**src/rtl/memory_access_pkg.sv**
```systemverilog
// Shared RV32I type definitions for the memory-access (MA) stage.
// regfilemux : writeback mux select enum
// rv32i_ctrl : opcode enum and the pipelined control word
// rv32i_types: MA FSM states and the load/store funct3 decode
// Optional feature macro used by the MA stage: MA_MISALIGN_CHECK_EN

package regfilemux;

  typedef enum logic [3:0] {
    rf_alu_out  = 4'd0,
    rf_br_en    = 4'd1,
    rf_u_imm    = 4'd2,
    rf_lw       = 4'd3,
    rf_pc_plus4 = 4'd4,
    rf_lb       = 4'd5,
    rf_lbu      = 4'd6,
    rf_lh       = 4'd7,
    rf_lhu      = 4'd8
  } regfilemux_sel_t;

endpackage

package rv32i_ctrl;

  typedef enum logic [6:0] {
    op_lui   = 7'b0110111,
    op_auipc = 7'b0010111,
    op_jal   = 7'b1101111,
    op_jalr  = 7'b1100111,
    op_br    = 7'b1100011,
    op_load  = 7'b0000011,
    op_store = 7'b0100011,
    op_imm   = 7'b0010011,
    op_reg   = 7'b0110011,
    op_csr   = 7'b1110011
  } rv32i_opcode;

  // Control word carried down the pipeline alongside each instruction.
  typedef struct packed {
    logic [6:0]                   opcode;
    regfilemux::regfilemux_sel_t  regfilemux_sel;
    logic                         load_regfile;
    logic [4:0]                   rd;
  } rv32i_control_word;

endpackage

package rv32i_types;

  // MA stage handshake state with the data cache.
  typedef enum logic {
    MA_IDLE = 1'b0,
    MA_BUSY = 1'b1
  } ma_state_t;

  // funct3 encodings shared by loads and stores (stores use B/H/W only).
  typedef enum logic [2:0] {
    F3_B  = 3'b000,
    F3_H  = 3'b001,
    F3_W  = 3'b010,
    F3_BU = 3'b100,
    F3_HU = 3'b101
  } mem_funct3_t;

  // Word accesses must sit on offset 0, halfword accesses on an even offset.
  function automatic logic is_misaligned(input logic [2:0] funct3,
                                         input logic [1:0] offset);
    logic bad;
    bad = 1'b0;
    case (funct3)
      F3_W:       bad = (offset != 2'd0);
      F3_H, F3_HU: bad = offset[0];
      default:    bad = 1'b0;
    endcase
    return bad;
  endfunction

endpackage

```
**src/rtl/memory_access_load_align.sv**
```systemverilog
// load_align: shifts the addressed byte/halfword of a dcache word down to
// bit 0 and sign- or zero-extends it according to the load funct3.
// Purely combinational.

module load_align
  import rv32i_types::*;
(
  input  logic [31:0] rdata,
  input  logic [1:0]  offset,
  input  logic [2:0]  funct3,
  output logic [31:0] data
);

  logic [31:0] shifted;

  assign shifted = rdata >> {offset, 3'b000};

  // Extend the low byte/halfword of the shifted word per load type.
  always_comb begin
    data = shifted;
    case (funct3)
      F3_B:    data = {{24{shifted[7]}}, shifted[7:0]};
      F3_BU:   data = {24'd0, shifted[7:0]};
      F3_H:    data = {{16{shifted[15]}}, shifted[15:0]};
      F3_HU:   data = {16'd0, shifted[15:0]};
      default: data = shifted;
    endcase
  end

endmodule

```
**src/rtl/memory_access.sv**
```systemverilog
// memory_access: RV32I memory-access pipeline stage.
// Issues load/store requests to the data cache, stalls upstream stages
// until the cache responds, aligns load data and registers the EX/MA
// values into the MA/WB outputs.
// Optional feature: define MA_MISALIGN_CHECK_EN to suppress misaligned
// lw/lh/lhu/sw/sh accesses and flag them on misalign_out.

module memory_access
  import rv32i_types::*;
  import rv32i_ctrl::*;
(
  input  logic              clk,
  input  logic              rst,

  input  rv32i_control_word ctrl_word_in,
  input  logic [31:0]       instruction_in,
  input  logic [31:0]       PC_in,
  input  logic [31:0]       alu_in,
  input  logic [31:0]       rs2_in,
  input  logic              br_en_in,
  input  logic [3:0]        mem_byte_enable_in,
  input  logic [1:0]        addr_offset_in,

  output logic              data_read,
  output logic              data_write,
  output logic [31:0]       data_addr,
  output logic [31:0]       data_wdata,
  output logic [3:0]        data_mbe,
  input  logic              data_resp,
  input  logic [31:0]       data_rdata,

  output rv32i_control_word ctrl_word_out,
  output logic [31:0]       instruction_out,
  output logic [31:0]       PC_out,
  output logic [31:0]       alu_out,
  output logic              br_en_out,
  output logic [31:0]       mem_wb_data,
  output logic              MA_stall,
  output logic              misalign_out
);

  ma_state_t   state;
  ma_state_t   next_state;

  logic        is_load;
  logic        is_store;
  logic        is_jump;
  logic        misaligned;
  logic        mem_req;
  logic [2:0]  funct3;
  logic [31:0] load_data;
  logic [31:0] mem_wb_next;

  assign funct3   = instruction_in[14:12];
  assign is_load  = (ctrl_word_in.opcode == op_load);
  assign is_store = (ctrl_word_in.opcode == op_store);
  assign is_jump  = (ctrl_word_in.opcode == op_jal) ||
                    (ctrl_word_in.opcode == op_jalr);

`ifdef MA_MISALIGN_CHECK_EN
  assign misaligned = (is_load | is_store) & is_misaligned(funct3, addr_offset_in);
`else
  assign misaligned = 1'b0;
`endif

  // A request is only live outside reset, so a response that shows up for
  // an abandoned access (or with no access at all) cannot advance anything.
  assign mem_req    = (is_load | is_store) & ~misaligned & ~rst;
  assign data_read  = mem_req & is_load;
  assign data_write = mem_req & is_store;
  assign MA_stall   = mem_req & ~data_resp;

  assign data_addr  = {alu_in[31:2], 2'b00};
  assign data_mbe   = mem_byte_enable_in;
  assign data_wdata = rs2_in << {addr_offset_in, 3'b000};

  load_align u_load_align (
    .rdata  (data_rdata),
    .offset (addr_offset_in),
    .funct3 (funct3),
    .data   (load_data)
  );

  // FSM state register; reset abandons any outstanding access immediately.
  always_ff @(posedge clk or posedge rst) begin
    if (rst) begin
      state <= MA_IDLE;
    end else begin
      state <= next_state;
    end
  end

  // Next state: wait in BUSY until the cache responds; a same-cycle
  // response in IDLE completes the access without leaving IDLE.
  always_comb begin
    next_state = state;
    case (state)
      MA_IDLE: begin
        if (mem_req && !data_resp) begin
          next_state = MA_BUSY;
        end
      end
      MA_BUSY: begin
        if (!mem_req || data_resp) begin
          next_state = MA_IDLE;
        end
      end
      default: next_state = MA_IDLE;
    endcase
  end

  // Writeback/forwarding value: load data, link address, branch flag or ALU.
  always_comb begin
    mem_wb_next = alu_in;
    if (misaligned) begin
      mem_wb_next = 32'd0;
    end else if (is_load) begin
      mem_wb_next = load_data;
    end else if (is_jump) begin
      mem_wb_next = PC_in + 32'd4;
    end else if (ctrl_word_in.regfilemux_sel == regfilemux::rf_br_en) begin
      mem_wb_next = {31'd0, br_en_in};
    end
  end

  // MA/WB pipeline registers advance only when the stage is not stalled.
  always_ff @(posedge clk or posedge rst) begin
    if (rst) begin
      ctrl_word_out   <= '0;
      instruction_out <= 32'd0;
      PC_out          <= 32'd0;
      alu_out         <= 32'd0;
      br_en_out       <= 1'b0;
      mem_wb_data     <= 32'd0;
    end else if (!MA_stall) begin
      ctrl_word_out   <= ctrl_word_in;
      instruction_out <= instruction_in;
      PC_out          <= PC_in;
      alu_out         <= alu_in;
      br_en_out       <= br_en_in;
      mem_wb_data     <= mem_wb_next;
    end
  end

`ifdef MA_MISALIGN_CHECK_EN
  // Misalignment flag travels with its instruction into the MA/WB registers.
  always_ff @(posedge clk or posedge rst) begin
    if (rst) begin
      misalign_out <= 1'b0;
    end else if (!MA_stall) begin
      misalign_out <= misaligned;
    end
  end
`else
  assign misalign_out = 1'b0;
`endif

endmodule

```
**config.mk**
```make
export PLATFORM = sky130hd
export DESIGN_NAME = memory_access
export DESIGN_NICKNAME = d
export VERILOG_FILES = /design/src/rtl/memory_access_pkg.sv /design/src/rtl/memory_access_load_align.sv /design/src/rtl/memory_access.sv
export SDC_FILE = /design/constraint.sdc
export NUM_CORES = 1
export LEC_CHECK = 0
export ABC_AREA = 1
export CORE_AREA = 2 2 159 161
export CTS_BUF_LIST = sky130_fd_sc_hd__clkbuf_16
export DETAILED_ROUTE_END_ITERATION = 7
export DIE_AREA = 0 0 161 163
export PLACE_DENSITY = 0.72
export SLEW_MARGIN = 20
export SYNTH_ARGS = -nofsm -noshare
export SYNTH_HDL_FRONTEND = slang
export SYNTH_SLANG_ARGS = --single-unit
```
**constraint.sdc**
```tcl
create_clock -name clk -period 7.8 [get_ports clk]
set_input_delay 1.56 -clock clk [delete_from_list [all_inputs] [get_ports clk]]
set_output_delay 1.56 -clock clk [all_outputs]
set_load 0.05 [all_outputs]
```
=== Word-level counts from Yosys, hierarchy flattened ===
Index checks and enable logic that the tools add are counted.

* $add $sub $neg: 1
* Multiply operators: 0
* Divide/modulo/power cells: 0
* $lt $le $gt $ge: 0
* Eq/ne operators: 8
* Shifts and indexed selects: 2
* Mux-type cells: 4
* Bitwise operators: 7
* Reductions and logical operators: 2

{| class="wikitable"
|+ Operators by type and width
! kind !! count
|-
| $pmux 32 s4 || 1
|-
| $mux 32 || 3
|-
| $add 32x3->32 const B || 1
|-
| $shl 32x5->32 || 1
|-
| $shr 32x5->32 || 1
|-
| $eq 7x7->1 const B || 2
|-
| $eq 7x2->1 const B || 1
|-
| $eq 7x6->1 const B || 1
|-
| $eq 3x3->1 const B || 2
|-
| $and 1x1->1 || 4
|-
| $eq 4x1->1 const B || 1
|-
| $eq 3x1->1 const B || 1
|-
| $logic_not 3->1 || 1
|-
| $not 1->1 || 2
|-
| $logic_or 1x1->1 || 1
|-
| $or 1x1->1 || 1
|}

* Register bits: 146
* Latch bits: 0
* Bits in writable memories: 0
* ROM bits: 0
* Input bits: 187
* Output and inout bits: 218
* Word-level logic and storage cells: 33
* Memories kept: 0

=== Logic depth before layout (Yosys ltp) ===
* Depth after elaboration: 4
* Gate-level depth with buffers: 12

=== Hierarchy ===
A second synthesis with hierarchy kept.

* Cell total of the unflattened synthesis: 1247
* Area, all modules: 8684.6 um^2

{| class="wikitable"
|+ By module, submodules not included
! module !! instances !! cells an instance !! area each (um^2) !! seq. area each (um^2)
|-
| memory_access || 1 || 1082 || 7873.8 || 3653.5
|-
| load_align || 1 || 165 || 810.8 || 0.0
|}

=== Least setup slack after synthesis ===
Ideal clock, no wire load.

* Kind: input to output
* Start: in rst
* End: out data_write
* Data arrival time: 6.350 ns
* Slack: -0.110 ns
* Stages: 3
* Path buffers: 0
* Path through: inv_1 -> nand3_1 -> nor3_1

* Longest elaborated chain between the ends: 3

{| class="wikitable"
|+ RTL lines
! element !! RTL line !! source
|-
| from (decl) || memory_access.sv:13 || <nowiki>input logic rst,</nowiki>
|-
| $not 1->1 || memory_access.sv:68 || <nowiki>assign mem_req = (is_load | is_store) & ~misaligned & ~rst;</nowiki>
|-
| $and 1x1->1 || memory_access.sv:68 ||
|-
| $and 1x1->1 || memory_access.sv:70 || <nowiki>assign data_write = mem_req & is_store;</nowiki>
|-
| to (decl) || memory_access.sv:25 || <nowiki>output logic data_write,</nowiki>
|}

Every way passes these cells.

=== Worst setup path after layout ===
* Start: in addr_offset_in[1]
* End: out data_wdata[24]

* Longest elaborated chain between the ends: 1

{| class="wikitable"
|+ RTL lines
! element !! RTL line !! source
|-
| from (decl) || memory_access.sv:22 || <nowiki>input logic [1:0] addr_offset_in,</nowiki>
|-
| $shl 32x5->32 || memory_access.sv:75 || <nowiki>assign data_wdata = rs2_in << {addr_offset_in, 3'b000};</nowiki>
|-
| to (decl) || memory_access.sv:27 || <nowiki>output logic [31:0] data_wdata,</nowiki>
|}

Every way passes these cells.

==> impl_metrics.py <==
metrics = {
    "cts": {
        "clk_path_buf_depth": 2,
        "cts_buffers": 17,
        "tritoncts": "done",
        "hold_buffers": 0,
        "post_cts_resized": 0,
        "clock_sinks": 146,
        "path_clk_slew_ns": 0.07,
        "clkLatencyLatePin_ns": 0.42,
        "post_cts_buffers": 0,
        "clockRootBuffer": "clkbuf_16",
        "htree_levels": 4,
    },
    "placed_design": {
        "placed_area_um2": 12300,
        "numPortBuffers": 393,
        "dp_cells": 1853,
        "dp_hpwl_um": 24600,
        "place_ws_ns": 2.06,
        "routabilityCongestion": 0.894,
    },
    "setup_path": {
        "rrSetupSlack_ns": 7.05,
        "cp_max_fo": 57,
        "cp_slowest_cell": "clkdlybuf4s50_1",
        "start_kind": "primary input",
        "critical_path.max_stage_delay_ns": 0.83,
        "required_ns": 6.24,
        "path_class": "in2out",
        "cp.buffers_inverters": 3,
        "end_kind": "primary output",
        "worstPathArrival_ns": 4.20,
        "cp_common_cell": "a21oi_1",
        "crit_family": "buffers and inverters",
        "path_cells": "buf_2 -> inv_1 -> o21ai_0 -> a21oi_1 -> a21oi_1 -> clkdlybuf4s50_1",
    },
    "yosys": {
        "synth_edf_count": 0,
        "syn_area_per_cell_um2": 6.93,
        "yosysUniqueCellTypes": 30,
        "syn_inst": 1222,
        "synthTopCellsByCount": "547 x nand2_1, 146 x dfrtp_1, 106 x nor2_1, 72 x o21ai_0, 67 x nand3_1",
        "synth_area_um2": 8470,
        "ys_seq_area_share_pct": 43.1,
        "ys.warnings.count": 0,
        "yosysTopAreaCell": "dfrtp_1",
        "ys.flop_type": "dfrtp_1",
        "yosys-top-cells-area": "dfrtp_1 43%, nand2_1 24%, buf_4 5.0%, nor2_1 4.7%, o21ai_0 4.3%",
        "synth.most_common_cell": "nand2_1",
        "synth_top_area_share_pct": 43.1,
        "yosys_register_bits": 146,
        "async_reset_ff_share_pct": 100,
    },
    "timing": {
        "fin_worst_skew_ns": 0,
        "maxSlewHeadroom_pct": 37.9,
        "fin_crit_sh_pct": 73.9,
        "slew_viol_final": 0,
        "rsz0062_at_grt": "false",
        "finalSetupViolCount": 0,
        "fin_ws_ns": 2.04,
        "setup_tns_ns": 0,
        "tightest_slew_ns": 0.931,
        "fmax_mhz": 174,
        "finalHoldViolCount": 0,
        "timing.final.crit_period_ns": 5.76,
    },
    "cells_and_area": {
        "final_nets": 1730,
        "final_cell_area_um2": 12800,
        "drive_gt1_share_pct": 4.44,
        "area_growth_pct": 51.5,
        "instances_no_fill": 1885,
        "diodes": 0,
    },
    "global_route": {
        "grt_overflow_total": 0,
        "grt_pass1_vias": 8904,
        "grt_pass1_wl_um": 49700,
        "grt_max_degree": 188,
        "grt_usage_pct": 24.6,
        "antenna_found_initial": 1,
    },
    "routing": {
        "wirelength_um": 32800,
        "drt_iter0_drc": 589,
        "dr.pass1.iters": 5,
        "vias": 9047,
        "drcViolationCount": 0,
        "wire_per_inst_um": 17.4,
        "viasPerCell": 4.80,
        "detail-route-antenna-nets": 0,
    },
    "floorplan": {
        "dieWidth_um": 161,
        "core_area_um2": 24700,
        "dieArea_um2": 26200,
        "num_rows": 58,
        "io_pins": 405,
        "die_h_um": 163,
        "start_util_pct": 34.3,
    },
    "power_and_ir_drop": {
        "comb_power_share_pct": 27.8,
        "p_sw_share_pct": 35.4,
        "netSwitchingPower_mw": 0.815,
        "power_frac_seq_pct": 35.8,
        "ir_worst_vdd_uv": 96.0,
        "power.density_nw_per_um2": 179,
        "p_leak_nw": 5.91,
        "power_frac_clock_pct": 36.4,
        "internal_power_mw": 1.49,
    },
    "run_status": {
        "status": "completed",
    },
    "flow_run": {
        "drv_cap": 0,
    },
    "min_path": {
        "min_path_type": "reg2reg",
    },
}
==> metrics by stage <==
stage	util, %	power (mW)	hold slack, ns
global route	52.0	2.39	0.488
floorplan	-	1.21	0.753
global placement	49.7	1.48	0.460
detailed placement	49.7	1.48	0.458
CTS	52.0	2.32	0.475
finish	52.0	2.30	0.472
==> final timing paths <==
path / to / start / cells after the start
setup / recovery: data_wdata[24] / addr_offset_in[1] / 6
hold / removal: ctrl_word_out[14] / ctrl_word_out[14] / 2
setup reg to reg: mem_wb_data[1] / mem_wb_data[1] / 2
hold reg to reg: ctrl_word_out[14] / ctrl_word_out[14] / 2
max in group asynchronous: instruction_out[6] / rst / 3
min in group asynchronous: alu_out[2] / rst / 2
==> state kept, by name, summed over array words and instances (netlist names) <==
name,count
ctrl_word_out,17
instruction_out,32
alu_out,32
mem_wb_data,32
br_en_out,1
PC_out,32
==> cell usage in the layout, fill, tap and decap left out, drive strengths merged, types with 7 or more instances in the layout <==
master,instances
dfrtp,146
clkdlybuf4s50,391
buf,9
a31oi,20
nand2,548
clkbuf,17
o21ai,72
nand3,70
o211ai,12
inv,79
xor2,7
nor2,112
a22oi,8
mux2i,8
or2,8
a21oi,29
==> cells by family (layout without fill, tap and decap cells) <==
family                     after synthesis  count (layout)  share of synthesized area, %
AOI/OAI and AO/OA                      143             143                          9.36
muxes                                    8               8                         0.945
and+or+nand+nor                        745             745                          35.1
adders and majority gates                1               1                         0.148
DFF                                    146             146                          43.1
buffers and inverters                  171             502                          10.6
other                                    1               3                        0.0443
xor gates and xnor gates                 7               7                         0.724
==> worst min-delay path, delay by kind of cell (launching register included) <==
kind | cells | cell delay, ns
flip-flops | 1 | 0.34
AND/OR/NAND/NOR | 2 | 0.10
==> power groups by stage <==
| stage | clock network (mW) | registers [mW] | logic, mW |
|---|---|---|---|
| after floorplan | 0 | 0.992 | 0.218 |
| after global placement | 0 | 0.837 | 0.640 |
| after detailed placement | 0 | 0.838 | 0.642 |
| after CTS | 0.849 | 0.824 | 0.644 |
| after global routing | 0.880 | 0.830 | 0.679 |
| final | 0.838 | 0.824 | 0.641 |
==> routing by layer <==
layer	share of wire (%)	track usage, %
met2	47	41.7
met1	43	31.3
met5	0	0
met3	7.0	5.37
met4	2.4	8.12
==> final cells by class <==
cell class              count  area (um^2)
clock buffers              17          425
clock inverters            15          159
fillers                  2447        11800
inverters                  70          268
multi-input cells         907         3930
flip-flops and latches    146         3650
well taps                 330          413
repair buffers            400         3990
(Power assumes the default switching activity.)
